<file path="config.mk">
export PLATFORM = sky130hd
export DESIGN_NAME = jump_resolve_unit
export DESIGN_NICKNAME = d
export VERILOG_FILES = /design/src/rtl/jump_resolve_unit.sv
export SDC_FILE = /design/constraint.sdc
export NUM_CORES = 1
export LEC_CHECK = 0
export CAP_MARGIN = 20
export CORE_ASPECT_RATIO = 1.1
export CORE_MARGIN = 3
export CORE_UTILIZATION = 48
export CTS_BUF_LIST = sky130_fd_sc_hd__clkbuf_8
export DETAILED_ROUTE_END_ITERATION = 12
export GPL_ROUTABILITY_DRIVEN = 1
export PLACE_DENSITY = 0.9
export SKIP_CTS_REPAIR_TIMING = 1
export SLEW_MARGIN = 5
export SYNTH_ARGS = -nofsm -noshare
export SYNTH_HDL_FRONTEND = slang
export SYNTH_SLANG_ARGS = --single-unit
</file>
<file path="constraint.sdc">
create_clock -name clk -period 6.9 [get_ports clk]
set_input_delay 1.725 -clock clk [delete_from_list [all_inputs] [get_ports clk]]
set_output_delay 1.725 -clock clk [all_outputs]
set_load 0.005 [all_outputs]
</file>
<file path="src/rtl/jump_resolve_unit.sv">
// rtl/jump_resolve_unit.sv - decode-stage jr/jalr/beq/bne resolver with forwarding, hazard FSM and redirect handshake (optional counters: JRU_PERF_EN)
module jump_resolve_unit #(
  parameter int DATA_W = 32,
  parameter int REG_W  = 5,
  parameter int CNT_W  = 32
) (
  input  logic              clk,
  input  logic              reset,
  input  logic [31:0]       instr_d,
  input  logic              valid_d,
  input  logic [DATA_W-1:0] pc_d,
  input  logic [DATA_W-1:0] rdata1,
  input  logic [DATA_W-1:0] rdata2,
  input  logic              regwrite_e,
  input  logic [REG_W-1:0]  rd_e,
  input  logic              regwrite_m,
  input  logic              memtoreg_m,
  input  logic [REG_W-1:0]  rd_m,
  input  logic [DATA_W-1:0] aluresult_m,
  input  logic              regwrite_w,
  input  logic [REG_W-1:0]  rd_w,
  input  logic [DATA_W-1:0] wdata_w,
  input  logic              redirect_ack,
  output logic              stall_d,
  output logic              redirect_valid,
  output logic [DATA_W-1:0] redirect_pc,
  output logic              is_link,
  output logic [CNT_W-1:0]  redirect_cnt,
  output logic [CNT_W-1:0]  stall_cnt
);

  typedef enum logic [1:0] {IDLE, WAIT, PEND} state_t;

  state_t state, state_next;

  logic [5:0]        op, funct;
  logic [REG_W-1:0]  rs, rt;
  logic [15:0]       imm;
  logic              is_jr, is_jalr, is_beq, is_bne, ctl;
  logic              hz_rs, hz_rt, hz, taken, load_pc;
  logic [DATA_W-1:0] op_rs, op_rt, br_off, target;
  logic [4:0]        unused_shamt;

  assign op           = instr_d[31:26];
  assign funct        = instr_d[5:0];
  assign rs           = REG_W'(instr_d[25:21]);
  assign rt           = REG_W'(instr_d[20:16]);
  assign imm          = instr_d[15:0];
  assign unused_shamt = instr_d[10:6];

  assign is_jr   = (op == 6'h00) && (funct == 6'h08);
  assign is_jalr = (op == 6'h00) && (funct == 6'h09);
  assign is_beq  = (op == 6'h04);
  assign is_bne  = (op == 6'h05);
  assign ctl     = valid_d && (is_jr || is_jalr || is_beq || is_bne);
  assign is_link = valid_d && is_jalr;

  // Forward one source: $0 first, then E hazard, M load hazard, M ALU, W, regfile.
  function automatic logic [DATA_W:0] fwd(input logic [REG_W-1:0] src,
                                          input logic [DATA_W-1:0] rf);
    if (src == '0)                                   fwd = '0;
    else if (regwrite_e && rd_e == src)              fwd = {1'b1, {DATA_W{1'b0}}};
    else if (regwrite_m && memtoreg_m && rd_m == src) fwd = {1'b1, {DATA_W{1'b0}}};
    else if (regwrite_m && rd_m == src)              fwd = {1'b0, aluresult_m};
    else if (regwrite_w && rd_w == src)              fwd = {1'b0, wdata_w};
    else                                             fwd = {1'b0, rf};
  endfunction

  // Operand selection, hazard, target and taken evaluation for the instruction in D.
  always_comb begin
    {hz_rs, op_rs} = fwd(rs, rdata1);
    {hz_rt, op_rt} = fwd(rt, rdata2);
    hz     = hz_rs || ((is_beq || is_bne) && hz_rt);
    br_off = {{(DATA_W-18){imm[15]}}, imm, 2'b00};
    target = (is_jr || is_jalr) ? op_rs : (pc_d + DATA_W'(4) + br_off);
    taken  = is_jr || is_jalr || (is_beq && (op_rs == op_rt)) || (is_bne && (op_rs != op_rt));
  end

  // Next-state and stall decisions; WAIT re-resolves exactly like IDLE once the hazard clears.
  always_comb begin
    state_next = state;
    stall_d    = 1'b0;
    load_pc    = 1'b0;
    case (state)
      IDLE, WAIT: begin
        if (ctl && hz) begin
          stall_d    = 1'b1;
          state_next = WAIT;
        end else if (ctl && taken) begin
          load_pc    = 1'b1;
          state_next = PEND;
        end else begin
          state_next = IDLE;
        end
      end
      PEND: begin
        stall_d = ctl;
        if (redirect_ack) state_next = IDLE;
      end
      default: state_next = IDLE;
    endcase
  end

  // State register and the redirect target, held stable while pending.
  always_ff @(posedge clk or posedge reset) begin
    if (reset) begin
      state       <= IDLE;
      redirect_pc <= '0;
    end else begin
      state <= state_next;
      if (load_pc) redirect_pc <= target;
    end
  end

  assign redirect_valid = (state == PEND);

`ifdef JRU_PERF_EN
  // Redirect and stall-cycle counters, free-running and wrapping.
  always_ff @(posedge clk or posedge reset) begin
    if (reset) begin
      redirect_cnt <= '0;
      stall_cnt    <= '0;
    end else begin
      if (load_pc) redirect_cnt <= redirect_cnt + CNT_W'(1);
      if (stall_d) stall_cnt    <= stall_cnt + CNT_W'(1);
    end
  end
`else
  assign redirect_cnt = '0;
  assign stall_cnt    = '0;
`endif

endmodule

</file>
## Word level (Yosys, flattened, before mapping)

Index checks and enable logic that the tools add are counted.

- Logic and storage cells: 69
- Output and inout bits: 99
- Register bits after elaboration: 34

- Multiplexer cells: 20
- Add/subtract/negate cells: 2
- Reduce and logical (&&, ||, !) cells: 30
- Equality and inequality tests: 15

Operator list:

| cell | count |
|---|---|
| $mux 33 | 6 |
| $mux 32 | 5 |
| $add 32x3->32 const B | 1 |
| $add 32x32->32 | 1 |
| $eq 32x32->1 | 1 |
| $ne 32x32->1 | 1 |
| $eq 5x5->1 | 6 |
| $logic_and 1x1->1 | 18 |
| $eq 6x3->1 const B | 2 |
| $eq 6x4->1 const B | 2 |
| $logic_not 5->1 | 2 |
| $logic_or 1x1->1 | 7 |
| $logic_not 6->1 | 1 |
| $mux 2 | 3 |
| $mux 1 | 4 |
| $pmux 2 s2 | 1 |
| $eq 2x1->1 const B | 1 |
| $eq 2x2->1 const B | 1 |
| $logic_not 2->1 | 1 |
| $ne 2x2->1 const B | 1 |
| $pmux 1 s2 | 1 |
| $reduce_or 2->1 | 1 |

## Logic depth before layout (Yosys ltp)

- Word-level depth: 15
- Gate-level depth with buffers: 16
- Depth with buffers taken out: 16

## Worst setup path after synthesis

Ideal clock, no wire load.

- Kind: in2reg
- Start point: in instr_d[21]
- End point: reg redirect_pc[14]
- Path slack: 1.706 ns
- Data arrival time: 5.066 ns
- Buffers on the path: 4
- Stages on the path: 15
- Setup time: 0.127 ns
- Required time: 6.773 ns
- Cells stage by stage: buf_2 > xnor2_1 > nand3_1 > or2_1 > clkbuf_1 > clkbuf_1 > a31oi_1 > nand4_1 > a221oi_1 > o32ai_1 > or4_4 > o31a_1 > nor3_4 > buf_6 > mux2_1

- Cells in the longest elaborated chain, start to end: 15
- Elaborated cells between the ends (all ways): 26
- Classes of those cells: eq/ne: 5; mux: 9; reduce/logical: 12

Ends and longest elaborated chain:

| what | line | text |
|---|---|---|
| from (decl) | 9 | `input logic [31:0] instr_d,` |
| $eq 5x5->1 | 65 | `else if (regwrite_w && rd_w == src) fwd = {1'b0, wdata_w};` |
| $logic_and 1x1->1 | 65 |  |
| $mux 32 | 65 |  |
| $mux 32 | 64 | `else if (regwrite_m && rd_m == src) fwd = {1'b0, aluresult_m};` |
| $mux 33 | 63 | `else if (regwrite_m && memtoreg_m && rd_m == src) fwd = {1'b1, {DATA_W{1'b0}}};` |
| $mux 33 | 62 | `else if (regwrite_e && rd_e == src) fwd = {1'b1, {DATA_W{1'b0}}};` |
| $mux 33 (*) | 61 | `if (src == '0) fwd = '0;` |
| $eq 32x32->1 | 76 | `taken = is_jr \|\| is_jalr \|\| (is_beq && (op_rs == op_rt)) \|\| (is_bne && (op_rs != op_rt));` |
| $logic_and 1x1->1 | 76 |  |
| $logic_or 1x1->1 (2 in series) | 76 |  |
| $logic_and 1x1->1 | 89 | `end else if (ctl && taken) begin` |
| $mux 1 | 89 |  |
| $mux 1 | 86 | `if (ctl && hz) begin` |
| $mux 1 | 84 | `case (state)` |
| to (signal assigned) | 111 | `if (load_pc) redirect_pc <= target;` |
| to (decl) | 26 | `output logic [DATA_W-1:0] redirect_pc,` |

Every way passes the cells marked *; elsewhere a longest branch is shown, timed or not.
A chain may end at the register's enable or synchronous reset.

## Worst setup path in the final report

- Start point: in instr_d[19]
- End point: out stall_d

- Cells in the longest elaborated chain, start to end: 10
- Elaborated cells between the ends (all ways): 13
- Classes of those cells: eq/ne: 2; mux: 5; reduce/logical: 6

Ends and longest elaborated chain:

| what | line | text |
|---|---|---|
| $eq 5x5->1 | 63 |  |
| $logic_and 1x1->1 | 63 |  |
| $mux 33 | 63 |  |
| $mux 33 | 62 |  |
| $mux 33 (*) | 61 |  |
| $logic_and 1x1->1 (*) | 73 | `hz = hz_rs \|\| ((is_beq \|\| is_bne) && hz_rt);` |
| $logic_or 1x1->1 (*) | 73 |  |
| $logic_and 1x1->1 (*) | 86 |  |
| $mux 1 (*) | 86 |  |
| $pmux 1 s2 (*) | 84 |  |
| to (decl) | 24 | `output logic stall_d,` |

Marked as above.

==> flow_summary.json <==
{
  "async_flop_share_pct": 100.0,
  "synth_flop_cell": "dfrtp_1",
  "endpoint_kind": "primary output",
  "finalMaxSlewViolations": 0,
  "switching_share_pct": 39.04,
  "core-area_sq_um": 14500,
  "clk_pin_slew_ps": 70,
  "final-setup-viol-count": 0,
  "cts_tree": "done",
  "rows": 46,
  "critPathMostFrequentCell": "clkdlybuf4s50_1",
  "grt_pass1_vias": 8189,
  "grt_max_degree": 38,
  "final_cell_mix": "clkdlybuf4s50_1 (249), o21ai_0 (103), nand3_1 (66)",
  "area_growth_pct": 35.91,
  "firstDrtPassIters": 5,
  "drt_iter0_markers": 978,
  "routed_wl_microns": 27990,
  "start_util_pct": 49.13,
  "antenna_found_initial": 2,
  "hold_path_depth": 1,
  "maxCapViolations": 0,
  "hpwl_microns": 22240,
  "cts_max_path_buffers": 2,
  "maxSlewHeadroom_pct": 43.29,
  "finalCriticalPeriod_ps": 6247,
  "grt_usage_pct": 31.97,
  "hold_path.class": "reg2reg",
  "final.period_utilization_pct": 90.54,
  "p_seq_share_pct": 23.2,
  "die_area_sq_um": 16340,
  "cp_top_family": "buffers and inverters",
  "die_x_microns": 122.2,
  "arrival_ps": 4520,
  "critPathKind": "in2out",
  "cp_max_fo": 4,
  "p_switching_uw": 454.6,
  "fin_area_sq_um": 9684,
  "tightestPinTransition_ps": 843.5,
  "gr-total-overflow": 0,
  "slowest_delay_ps": 590,
  "drcViolationCount": 0,
  "fin_worst_skew_ps": 8.559,
  "worstPathRequired_ps": 5180,
  "clkPwrFrac_pct": 15.0,
  "p_int_uw": 709.8,
  "grt_pass1_wl_microns": 42180,
  "cp.buffers_inverters": 2,
  "hold_violations": 0,
  "syn_inst": 985,
  "ant_nets": 0,
  "via_count": 8665,
  "ir_drop_uv": 85.32,
  "path_cells": "clkdlybuf4s50_1 > xnor2_1 > nand3_2 > nor3_1 > nor2_1 > o32a_1 > nor4b_1 > o21bai_1 > clkdlybuf4s50_1",
  "final_common_cell": "clkdlybuf4s50_1",
  "placed_area_sq_um": 9569,
  "wire_per_inst_microns": 20.07,
  "synth_edf_count": 0,
  "port_buffers": 249,
  "p_leak_uw": 0.003926,
  "die-height_microns": 133.8,
  "yosys_warnings": 0,
  "gp_congestion": 0.9976,
  "syn_area_per_cell_sq_um": 7.234,
  "ys_seq_area_share_pct": 11.94,
  "status": "complete, no violations",
  "cts_root_buf": "clkbuf_8",
  "reg2reg_depth": 6,
  "cts_made_buffers": 5,
  "final_core_utilization_pct": 66.77,
  "ios": 314,
  "rsz0062_at_grt": "false",
  "path_depth": 9,
  "combPwrFrac_pct": 61.8,
  "powerDensity_nw_per_um2": 120.2,
  "fmax_mhz": 160.1,
  "cts_sinks": 34,
  "layout-drive-gt1-share_pct": 4.913,
  "fin_setup_tns_ps": 0,
  "final_nets": 1473,
  "ys_ff_latch": 34,
  "crit_slowest_cell": "clkdlybuf4s50_1",
  "syn_area_sq_um": 7126,
  "yosysUniqueCellTypes": 68,
  "clk_latency_ps": 290,
  "startpoint_type": "input pin",
  "vias_per_cell": 6.211,
  "htree_levels": 2
}
==> logic make-up (layout without fill, tap and decap cells) <==
logic type | after synthesis | after routing | synth area share, %
fa+ha+maj | 58 | 58 | 10.29
xor+xnor | 61 | 61 | 7.498
flops | 34 | 34 | 11.94
simple gates | 323 | 323 | 24.53
buf+inv | 150 | 303 | 11.85
compound gates | 325 | 325 | 28.69
other cells | 1 | 66 | 0.05263
mux | 33 | 33 | 5.145
==> power by group through the flow <==
| stage | Combinational [uW] | Sequential, uW | Clock, uW |
|---|---|---|---|
| final | 720 | 270 | 175 |
| after global routing | 783 | 273 | 186 |
| after CTS | 711 | 269 | 177 |
| after detailed placement | 705 | 270 | 0 |
| after global placement | 691 | 270 | 0 |
| after floorplan | 403 | 264 | 0 |
==> through the flow <==
stage               std cells  power [uW]  hold slack, ps  setup slack (ps)
finish                   1395        1164           454.4             652.8
global route             1395        1242           482.3             552.3
CTS                      1393        1156           460.5             650.0
detailed placement       1385       974.4           451.3             586.5
global placement         1385       960.9           448.0             638.5
floorplan                1048       666.7           424.8              1706
==> per-layer routing <==
layer	GRT usage [%]	vias up	part of all wire [%]
li1	-	4024	-
met1	40.41	4019	38
met2	53.62	548	47
met3	4.766	74	11
met4	14.50	0	4.1
met5	0	-	0
==> area by class of cell <==
| type | instances | area, sq um |
|---|---|---|
| antenna | 2 | 5.005 |
| tap | 192 | 240.2 |
| clock buffer | 8 | 110.1 |
| multi-input combinational | 864 | 5688 |
| sequential | 34 | 850.8 |
| timing repair buffer | 279 | 2730 |
| inverter | 16 | 60.06 |
| fill | 1291 | 4820 |
==> path summary, 6_finish.rpt <==
check | endpoint | startpoint | slack (ps)
worst max-delay path | stall_d | instr_d[19] | 650
worst min-delay path | state[0] | state[1] | 450
worst max register to register | redirect_pc[24] | state[1] | 4910
worst min register to register | state[0] | state[1] | 450
max in group asynchronous | redirect_pc[10] | reset | 4750
min in group asynchronous | redirect_pc[0] | reset | 1830
==> flip-flops by register name (all words and copies together) (netlist names) <==
register,cells
redirect_pc,32
state,2
==> cell usage after synthesis, types with 5 or more instances <==
| cell | number | area share (%) |
|---|---|---|
| o21ai_0 | 103 | 7.2 |
| nand3_1 | 66 | 4.6 |
| buf_4 | 64 | 6.7 |
| nor3_1 | 61 | 4.3 |
| ha_1 | 57 | 10 |
| a21oi_1 | 54 | 3.8 |
| a31oi_1 | 50 | 4.4 |
| clkbuf_1 | 50 | 2.6 |
| nand2_1 | 42 | 2.2 |
| xnor2_1 | 41 | 5.0 |
| nor2_1 | 39 | 2.1 |
| dfrtp_1 | 34 | 12 |
| mux2_1 | 28 | 4.4 |
| and3_1 | 25 | 2.2 |
| xor2_1 | 20 | 2.5 |
| or3_1 | 18 | 1.6 |
| inv_1 | 16 | 0.84 |
| buf_2 | 15 | 1.1 |
| nand4_1 | 15 | 1.3 |
| a211oi_1 | 12 | 1.3 |
| o31ai_1 | 12 | 1.3 |
| a21o_1 | 11 | 1.2 |
| a21boi_0 | 10 | 1.1 |
| o21a_1 | 10 | 1.1 |
| a31o_2 | 9 | 1.1 |
| and4_1 | 7 | 0.86 |
| o32ai_1 | 7 | 0.86 |
| nand2b_1 | 6 | 0.53 |
| nand4b_1 | 6 | 0.74 |
| o21bai_1 | 6 | 0.63 |
| nand3b_1 | 5 | 0.53 |
| nor2b_1 | 5 | 0.44 |
| nor4b_1 | 5 | 0.61 |
| o31a_1 | 5 | 0.61 |
Power figures use the tool's default switching activity.
